[config.mk]
export PLATFORM = sky130hd
export DESIGN_NAME = timing_packet_rx
export DESIGN_NICKNAME = d
export VERILOG_FILES = /design/src/rtl/timing_packet_rx.sv
export SDC_FILE = /design/constraint.sdc
export NUM_CORES = 1
export LEC_CHECK = 0
export ABC_AREA = 1
export CORE_MARGIN = 1.5
export CORE_UTILIZATION = 41
export CTS_BUF_LIST = sky130_fd_sc_hd__clkbuf_4 sky130_fd_sc_hd__clkbuf_8
export DETAILED_ROUTE_END_ITERATION = 8
export GPL_ROUTABILITY_DRIVEN = 0
export GPL_TIMING_DRIVEN = 0
export PLACE_DENSITY = 0.89
export SKIP_LAST_GASP = 1
export SLEW_MARGIN = 5
export SYNTH_ARGS = -nofsm -noshare
export SYNTH_HDL_FRONTEND = slang
export SYNTH_SLANG_ARGS = --single-unit
[constraint.sdc]
create_clock -name clk -period 2.79 [get_ports clk]
set_input_delay 0.837 -clock clk [delete_from_list [all_inputs] [get_ports clk]]
set_output_delay 0.837 -clock clk [all_outputs]
set_load 0.005 [all_outputs]
[src/rtl/timing_packet_rx.sv]
// Receiver/parser for the 5-beat 64-bit eCPRI timing packet on the MAC RX stream.
// Validates the header, issues a one-cycle timing strobe on good packets, and counts ok/err/drop.
module timing_packet_rx #(
    parameter int          PACKET_LENGTH = 5,
    parameter logic [15:0] ETH_TYPE      = 16'hAEFE,
    parameter logic [15:0] VLAN_TPID     = 16'h8100,
    parameter logic [7:0]  MSG_TYPE      = 8'h02,
    parameter bit          ACCEPT_BCAST  = 1'b1,
    parameter int          CNT_W         = 16
) (
    input  logic             clk,
    input  logic             rst_n,
    input  logic [31:0]      local_addr_l,
    input  logic [31:0]      local_addr_h,
    output logic             din_ready,
    input  logic             din_valid,
    input  logic             din_sop,
    input  logic             din_eop,
    input  logic [63:0]      din_data,
    input  logic [2:0]       din_empty,
    input  logic             din_error,
    output logic             timing_valid,
    output logic [15:0]      frame_index,
    output logic [15:0]      slot_index,
    output logic             ul_overflow,
    output logic             dl_overflow,
    output logic             dl_underflow,
    output logic             sync_status,
    output logic [7:0]       scs_cfg,
    output logic [CNT_W-1:0] rx_ok_cnt,
    output logic [CNT_W-1:0] rx_err_cnt,
    output logic [CNT_W-1:0] rx_drop_cnt
);

    localparam logic [2:0] LAST_IDX = 3'(PACKET_LENGTH - 1);

    typedef enum logic [1:0] {S_IDLE, S_HDR, S_DROP} state_t;

    state_t           state_q, state_d;
    logic             din_ready_q;
    logic [2:0]       cnt_q, cnt_d;
    logic             hdr_bad_q, hdr_bad_d;
    logic             addr_miss_q, addr_miss_d;
    logic             mac_err_q, mac_err_d;
    logic [3:0]       sh_flags_q, sh_flags_d;
    logic [7:0]       sh_scs_q, sh_scs_d;
    logic             timing_valid_q, timing_valid_d;
    logic [15:0]      frame_q, frame_d;
    logic [15:0]      slot_q, slot_d;
    logic [3:0]       flags_q, flags_d;
    logic [7:0]       scs_q, scs_d;
    logic [CNT_W-1:0] ok_cnt_q, ok_cnt_d;
    logic [CNT_W-1:0] err_cnt_q, err_cnt_d;
    logic [CNT_W-1:0] drop_cnt_q, drop_cnt_d;

    logic        fire, new_pkt, in_pkt, abort;
    logic        last_beat, early_eop, overlen, final_beat;
    logic [2:0]  beat_idx;
    logic [47:0] local_mac;
    logic        beat_bad, beat_miss;
    logic        hdr_bad_now, addr_miss_now, mac_err_now;
    logic        eval_err, good, drop;
    logic [1:0]  err_inc;
    logic        unused_bits;

    assign local_mac   = {local_addr_h[15:0], local_addr_l};
    assign unused_bits = ^{local_addr_h[31:16], din_data[15:8]};

    // A sop beat always restarts parsing as b0, whatever state we are in
    assign fire       = din_valid & din_ready_q;
    assign new_pkt    = fire & din_sop;
    assign in_pkt     = new_pkt | (fire & (state_q == S_HDR));
    assign beat_idx   = new_pkt ? 3'd0 : cnt_q;
    assign abort      = new_pkt & (state_q == S_HDR);
    assign last_beat  = in_pkt & (beat_idx == LAST_IDX);
    assign early_eop  = in_pkt & din_eop & (beat_idx < LAST_IDX);
    assign overlen    = last_beat & ~din_eop;
    assign final_beat = last_beat & din_eop;

    always_comb begin
        beat_bad  = 1'b0;
        beat_miss = 1'b0;
        case (beat_idx)
            3'd0: beat_miss = (din_data[63:16] != local_mac) &&
                              !(ACCEPT_BCAST && (din_data[63:16] == 48'hFFFF_FFFF_FFFF));
            3'd1: beat_bad  = (din_data[31:16] != VLAN_TPID);
            3'd2: beat_bad  = (din_data[63:48] != ETH_TYPE) ||
                              (din_data[47:44] != 4'h1) ||
                              (din_data[39:32] != MSG_TYPE);
            default: ;
        endcase
    end

    // Sticky flags including the current beat, so the final beat's own checks count
    assign hdr_bad_now   = (hdr_bad_q & ~new_pkt) | beat_bad;
    assign addr_miss_now = (addr_miss_q & ~new_pkt) | beat_miss;
    assign mac_err_now   = (mac_err_q & ~new_pkt) | din_error;

    assign eval_err = final_beat & (mac_err_now | (din_empty != 3'd0) | hdr_bad_now);
    assign drop     = final_beat & ~eval_err & addr_miss_now;
    assign good     = final_beat & ~eval_err & ~addr_miss_now;
    assign err_inc  = {1'b0, abort} + {1'b0, early_eop | overlen | eval_err};

    always_ff @(posedge clk or negedge rst_n) begin
        if (!rst_n) state_q <= S_IDLE;
        else        state_q <= state_d;
    end

    always_comb begin
        state_d = state_q;
        if (in_pkt) begin
            if (din_eop)        state_d = S_IDLE;
            else if (last_beat) state_d = S_DROP;
            else                state_d = S_HDR;
        end else if (fire && din_eop && (state_q == S_DROP)) begin
            state_d = S_IDLE;
        end
    end

    always_comb begin
        cnt_d          = cnt_q;
        hdr_bad_d      = hdr_bad_q;
        addr_miss_d    = addr_miss_q;
        mac_err_d      = mac_err_q;
        sh_flags_d     = sh_flags_q;
        sh_scs_d       = sh_scs_q;
        timing_valid_d = good;
        frame_d        = frame_q;
        slot_d         = slot_q;
        flags_d        = flags_q;
        scs_d          = scs_q;
        ok_cnt_d       = ok_cnt_q + CNT_W'(good);
        drop_cnt_d     = drop_cnt_q + CNT_W'(drop);
        err_cnt_d      = err_cnt_q + CNT_W'(err_inc);
        if (in_pkt) begin
            cnt_d       = (din_eop || last_beat) ? 3'd0 : beat_idx + 3'd1;
            hdr_bad_d   = hdr_bad_now;
            addr_miss_d = addr_miss_now;
            mac_err_d   = mac_err_now;
            if (beat_idx == 3'd3) begin
                sh_flags_d = din_data[35:32];
                sh_scs_d   = din_data[7:0];
            end
        end
        // Frame/slot arrive on the final beat itself, so take them straight from the bus
        if (good) begin
            frame_d = din_data[63:48];
            slot_d  = din_data[47:32];
            flags_d = sh_flags_q;
            scs_d   = sh_scs_q;
        end
    end

    always_ff @(posedge clk or negedge rst_n) begin
        if (!rst_n) begin
            din_ready_q    <= 1'b0;
            cnt_q          <= 3'd0;
            hdr_bad_q      <= 1'b0;
            addr_miss_q    <= 1'b0;
            mac_err_q      <= 1'b0;
            sh_flags_q     <= 4'd0;
            sh_scs_q       <= 8'd0;
            timing_valid_q <= 1'b0;
            frame_q        <= 16'd0;
            slot_q         <= 16'd0;
            flags_q        <= 4'd0;
            scs_q          <= 8'd0;
            ok_cnt_q       <= '0;
            err_cnt_q      <= '0;
            drop_cnt_q     <= '0;
        end else begin
            din_ready_q    <= 1'b1;
            cnt_q          <= cnt_d;
            hdr_bad_q      <= hdr_bad_d;
            addr_miss_q    <= addr_miss_d;
            mac_err_q      <= mac_err_d;
            sh_flags_q     <= sh_flags_d;
            sh_scs_q       <= sh_scs_d;
            timing_valid_q <= timing_valid_d;
            frame_q        <= frame_d;
            slot_q         <= slot_d;
            flags_q        <= flags_d;
            scs_q          <= scs_d;
            ok_cnt_q       <= ok_cnt_d;
            err_cnt_q      <= err_cnt_d;
            drop_cnt_q     <= drop_cnt_d;
        end
    end

    assign din_ready    = din_ready_q;
    assign timing_valid = timing_valid_q;
    assign frame_index  = frame_q;
    assign slot_index   = slot_q;
    assign ul_overflow  = flags_q[3];
    assign dl_overflow  = flags_q[2];
    assign dl_underflow = flags_q[1];
    assign sync_status  = flags_q[0];
    assign scs_cfg      = scs_q;
    assign rx_ok_cnt    = ok_cnt_q;
    assign rx_err_cnt   = err_cnt_q;
    assign rx_drop_cnt  = drop_cnt_q;

endmodule

==> impl_results.md, run 1 <==
* CTS clock-pin slew for the worst setup and hold paths at 0.08 ns
* DRT Wirelength at 17800 um
* Synthesized instance count at 659
* Final WS setup at -0.136 ns
* GRT Total Usage at 0.243
* Inserted Diodes at 0
* Max Slew Vio Count at 0
* Clock latency on the worst-skew pair at 0.43 ns
* Fin. Hold Viols at 0
* Initial antenna violation count at 0
* Slew @ Worst Pin at 0.525 ns
* Core area at 0.0138 mm2
* Vias after detailed routing at 5546
* Post-synthesis async set-or-reset flop share at 1.00
* CP Data Arrival Time at 3.25 ns
* Cell variety after synth at 33
* Met2 Use GR at 0.416
* Initial core utilization at 0.417
* DIE HEIGHT at 122 um
* Met1 Resource Use GR at 0.289
* Sequential area share after synthesis at 0.495
* Clock buffer depth at 2
* Syn Area/Cell at 8.75 um2
* Relative slew slack at 0.650
* Most common cell after layout, fill and taps aside: nand2_1
* Unrepaired setup endpoints after global routing: yes
* Multi-input combinational cell area at 0.00317 mm2
* Cell Count, Final, Fillers Out at 1119
* First-pass DRT Iterations at 4
* Number of synthesized flops with an enable pin at 0
* # port buffers at 206
* Failing checks: setup timing
* Clock Sinks at 114
* Mapped Area at 0.00577 mm2
* Hold_ws at 0.277 ns
* Filler cell count at 1099
* Antenna Nets Post-Route at 0
* Number of DRC markers in iteration 0 at 314
* Crit path kind: primary input to register
* Post-layout min period at 2.93 ns
* First-pass GRT wire length at 27800 um
* DR vias/cell at 4.96
* CTS H-tree lvls at 4
* Routed WL per cell at 15.9 um
* Pwr Total at 4.54 mW
* # hold bufs at CTS at 0
* Layout Skew at 0.0144 ns
* Critical path required time at 3.11 ns
* Seq. cell area at 0.00285 mm2
* Total die area at 0.0148 mm2
* Layout Utilization at 0.656
* # Max-Cap Violations at 0
* CTS Buf Count at 17
* Max VDD drop at 0.592 mV
* Nets at 1073
* DP Cell Count at 1046
* Grt met3 use at 0.0796
* GRT overflow at 0
* Die X at 122 um
* # IOs at 231
* Area growth syn-to-layout at 57.3%
* Main synth FF type: dfrtp_1
* Commonest cells after routing, fill and taps aside: nand2_1, dfrtp_1, clkdlybuf4s50_1
* Largest net degree at the start of global routing at 83
* Root Buffer: clkbuf_8
* Layout cell share with drive strength beyond 1 at 0.310
* Syn_nets at 806
* Final setup viols at 11
* Maximum clock rate at 342 MHz
* HPWL Detailed at 12600 um
* Worst setup SP type: primary input
* Crit. End Element: register
* Final cycle utilization of the critical path at 1.05
* Hold Path Class: primary input to async pin
* Leak at 4.51 nW
* Clock tree from TritonCTS: built
* Vias in the first global route at 5577
* Yosys reg bits at 114
* Ys Warns at 0
* CP Max Fanout at 7
* Site Rows at 43
* Total power per unit cell area at 501 mW/mm2
* Status: finished, violations left
* Busiest metal layer after global routing: met2
* DRC at 0
area by class of cell:
class / count / share of cell area
Timing Repair Buffer: 249 / 0.228
Buffer: 18 / 0.00979
Multi-Input combinational cell: 466 / 0.350
Tap cell: 180 / 0.0248
Clock inverter: 15 / 0.0215
Inverter: 60 / 0.0254
Sequential cell: 114 / 0.315
Clock buffer: 17 / 0.0258
kinds of logic (layout without fill, tap and decap cells):
family / count (synthesis) / after routing / synth area share
buf+inv: 79 / 359 / 0.0542
fa+ha+maj: 10 / 10 / 0.0230
compound gates: 14 / 14 / 0.0141
xor+xnor: 76 / 76 / 0.115
simple gates: 356 / 356 / 0.280
mux: 9 / 9 / 0.0176
other cells: 1 / 1 / 0.000650
flops: 114 / 114 / 0.495
where the power goes:
part / switching (mW) / internal, mW / total [mW]
sequential: 0.0910 / 1.76 / 1.85
clock: 0.769 / 0.912 / 1.68
combinational: 0.577 / 0.431 / 1.01
total: 1.44 / 3.10 / 4.54
sequential cells by signal (all words and copies together) (netlist names), 4 cells and up:
| register | cells |
|---|---|
| frame_index | 16 |
| flags_q | 4 |
| rx_ok_cnt | 16 |
| scs_cfg | 8 |
| sh_flags_q | 4 |
| rx_drop_cnt | 16 |
| rx_err_cnt | 16 |
| slot_index | 16 |
| sh_scs_q | 8 |
stage by stage:
step	TNS [ns]	instance area, um2	setup slack, ns
finish	-0.772	9070	-0.136
global route	-2.57	9070	-0.250
CTS	-0.167	8800	-0.0546
detailed placement	-70.90	8240	-1.79
global placement	-459.99	8220	-3.49
floorplan	-5.26	5930	-0.541
what timing repair did:
item | CTS | global route
setup endpoints to repair | 78 | 23
hold endpoints to repair | 0 | 0
pin swaps | 129 | 34
resized for setup | 401 | 68
buffers inserted | 36 | 12
worst max-delay path, stage by stage:
cell	delay, ns
buf_8	0.07
nand3_4	0.14
nand2_2	0.11
inv_2	0.05
nor2_4	0.14
nand3_2	0.11
nor3_4	0.18
buf_6	0.13
a21boi_2	0.15
ha_2	0.24
ha_4	0.16
nand3_4	0.08
nor3b_4	0.23
nand2_2	0.11
nor3b_4	0.23
nand4_1	0.13
xnor2_1	0.14
synthesized netlist by cell type (all sizes together), types with 2 or more instances:
cell	count	share of area
nand2	209	0.14
dfrtp	114	0.49
inv	60	0.039
nand4	56	0.061
xnor2	49	0.074
nor2	37	0.025
xor2	27	0.041
nand3	26	0.026
nor3	16	0.017
buf	14	0.012
ha	9	0.020
mux2	9	0.018
o21ai	9	0.0078
clkbuf	5	0.0033
nor4	5	0.0054
nor3b	4	0.0052
o311ai	2	0.0030
layer usage:
layer	share of wire	wire, um	vias to the layer above
met5	0	0	-
met4	0.022	384	0
met3	0.071	1260	32
met2	0.51	9010	163
met1	0.40	7150	2666
li1	-	-	2685
final timing paths:
path | start | slack (ns) | cells past startpoint | to
worst max-delay path | din_sop | -0.14 | 17 | rx_drop_cnt[14]
worst min-delay path | rst_n | 0.28 | 1 | rx_ok_cnt[15]
worst max register to register | din_ready | -0.07 | 16 | rx_drop_cnt[14]
worst min register to register | frame_index[12] | 0.48 | 2 | frame_index[12]
max in group asynchronous | rst_n | 1.78 | 2 | rx_err_cnt[1]
min in group clk | frame_index[12] | 0.48 | 2 | frame_index[12]
Power figures use the tool's default switching activity.
==> inputs of run 2 (changes only) <==
CORE_MARGIN = unset   (was 1.5)
==> run 2 against run 1 <==
The run still ends with setup timing left; fmax fell by 2.4%; critical path depth grew 2; core utilization grew 3.9 points; cell count increased by 1.9%; setup slack got worse by 0.071 ns; total power up 2.4%.
==> impl_results.md, run 2 (synthesis results as in run 1) <==
* Status: finished, violations left
* Failing checks: setup timing
* CTS H-tree lvls at 4 (unchanged)
* First-pass GRT wire length at 29800 um (+7.1%)
* Switching Share at 0.314 (-0.00294)
* Hold Path Class: primary input to async pin
* Number of DRC markers in iteration 0 at 389 (+24%)
* Worst setup SP type: primary input
* Max VDD drop at 0.510 mV (-14%)
* R2R setup slack at -0.16 ns (-0.09 ns)
* Critical path destination: rx_ok_cnt[14]
* # IOs at 231 (unchanged)
* DR vias/cell at 4.99 (+0.72%)
* Initial antenna violation count at 2 (+2)
* Flop pwr share at 0.403 (-0.005)
* Core area at 0.0135 mm2 (-2.7%)
* CTS Buf Count at 17 (unchanged)
* Relative slew slack at 0.569 (-0.0813)
* Final cycle utilization of the critical path at 1.07 (+0.0255)
* Critical path required time at 3.16 ns (+0.05 ns)
* Die X at 121 um (-0.82%)
* Antenna Nets Post-Route at 0 (unchanged)
* HPWL Detailed at 12600 um (-0.16%)
* CP Max Fanout at 7 (unchanged)
* First-pass DRT Iterations at 5 (+1)
* Final WS setup at -0.207 ns (-0.0710 ns)
* Max Slew Vio Count at 0 (unchanged)
* DRT Wirelength at 19600 um (+10%)
* Busiest metal layer after global routing: met2
* GRT overflow at 0 (unchanged)
* Worst reg-to-reg path cell count at 18 (+2)
* Slew @ Worst Pin at 0.647 ns (+0.122 ns)
* Area growth syn-to-layout at 62.2%
* Nets at 1097 (+2.2%)
* Fin. Hold Viols at 0 (unchanged)
* Cell internal pwr at 3.19 mW (+2.9%)
* R2r startpoint: din_ready
* Clock tree from TritonCTS: built
* Layout cell share with drive strength beyond 1 at 0.312 (+0.00162)
* Commonest cells after routing, fill and taps aside: nand2_1, dfrtp_1, clkdlybuf4s50_1
* Routed WL per cell at 17.2 um (+8.3%)
* # Max-Cap Violations at 0 (unchanged)
* Clock buffer depth at 2 (unchanged)
* Root Buffer: clkbuf_8
* Clock share of power at 0.362 (-0.008)
* # port buffers at 206 (unchanged)
* CTS clock-pin slew for the worst setup and hold paths at 0.08 ns (about the same)
* Unrepaired setup endpoints after global routing: yes
* Largest net degree at the start of global routing at 84 (+1.2%)
* DIE HEIGHT at 121 um (-0.82%)
* Crit. End Element: register
* Vias after detailed routing at 5691 (+2.6%)
* Hold_ws at 0.264 ns (-0.0126 ns)
* DRC at 0 (unchanged)
* Net Switching at 1.46 mW (+1.5%)
* Reg2reg end: rx_ok_cnt[14]
* Grt met3 use at 0.0835 (+0.00390)
* Pwr Total at 4.65 mW (+2.4%)
* CP Data Arrival Time at 3.37 ns (+0.12 ns)
* Initial core utilization at 0.429 (+0.0116)
* CP Launch Point: din_sop
* Met2 Use GR at 0.473 (+0.0575)
* Crit path kind: primary input to register
* Maximum clock rate at 334 MHz (-2.4%)
* Comb pwr share at 0.235 (+0.013)
* Leak at 4.58 nW (+1.7%)
* Total power per unit cell area at 497 mW/mm2 (-0.69%)
* Total die area at 0.0145 mm2 (-1.6%)
* Most common cell after layout, fill and taps aside: nand2_1
* Vias in the first global route at 5971 (+7.1%)
* Clock latency on the worst-skew pair at 0.45 ns (+0.02 ns)
* Site Rows at 42 (-2.3%)
* Clock Sinks at 114 (unchanged)
* Final setup viols at 21 (+10)
* GRT Total Usage at 0.269 (+0.0259)
* Layout Skew at 0.0154 ns (+0.00100 ns)
* Post-layout min period at 3.00 ns (+0.0710 ns)
* Met1 Resource Use GR at 0.307 (+0.0181)
[run 2: what timing repair did]
action / 4_1_cts / 5_1_grt
endpoints found under the setup margin: 71 / 26
resized for setup: 410 / 57
buffers inserted: 48 / 24
cloned: 0 / 0
hold buffers: 0 / 0
pin swaps: 134 / 26
[run 2: worst min path at each step]
stage,from,to,slack (ns)
3_5_place_dp,flags_q[3],flags_q[3],0.46
3_3_place_gp,scs_cfg[3],scs_cfg[3],0.45
4_1_cts,rst_n,rx_drop_cnt[11],0.26
2_1_floorplan,hdr_bad_q,hdr_bad_q,0.44
5_1_grt,rst_n,rx_ok_cnt[11],0.27
6_report,rst_n,rx_ok_cnt[11],0.26
[run 2: critical path, cell delays in order]
cell	delay (ns)
buf_6	0.07
nand3_4	0.17
nand2_4	0.13
inv_4	0.04
nor2_4	0.14
nand3_2	0.13
nor3_4	0.18
buf_6	0.14
nand3_4	0.10
inv_4	0.08
ha_4	0.14
ha_4	0.15
nand3_4	0.10
nor2_4	0.12
nand2_2	0.08
nor3b_2	0.27
nand3_2	0.17
nor3_2	0.16
xor2_1	0.17
[run 2: cell type report]
class	instances	area [um2]
fillers	1016	4100
multi-input cells	466	3200
flip-flops and latches	114	2850
repair buffers	273	2320
clock buffers	20	275
inverters	60	235
well taps	176	220
clock inverters	12	156
plain buffers	18	88.8
diodes	1	2.50
[run 2: through the flow]
stage / std cells / worst slack (ns) / setup TNS, ns / instance area (um2) / util
3_3_place_gp: 1041 / -3.51 / -462.57 / 8210 / 0.610
3_5_place_dp: 1042 / -1.75 / -69.25 / 8240 / 0.612
6_report: 1140 / -0.207 / -2.38 / 9360 / 0.695
2_1_floorplan: 659 / -0.541 / -5.26 / 5930 / -
5_1_grt: 1139 / -0.299 / -4.62 / 9350 / 0.695
4_1_cts: 1121 / -0.0595 / -0.306 / 8990 / 0.668
[run 2: power by group through the flow]
stage          registers (mW)  logic, mW  clock network (mW)
2_1_floorplan            1.85      0.473                   0
3_3_place_gp             1.86      0.889                   0
3_5_place_dp             1.86      0.917                   0
4_1_cts                  1.84      0.979                1.68
5_1_grt                  1.89       1.20                1.79
6_report                 1.87       1.10                1.68
[run 2: per-layer routing]
metal	up-vias	wire length, um
met4	0	486
met5	-	0
met1	2726	7640
met2	196	10100
li1	2721	-
met3	48	1380
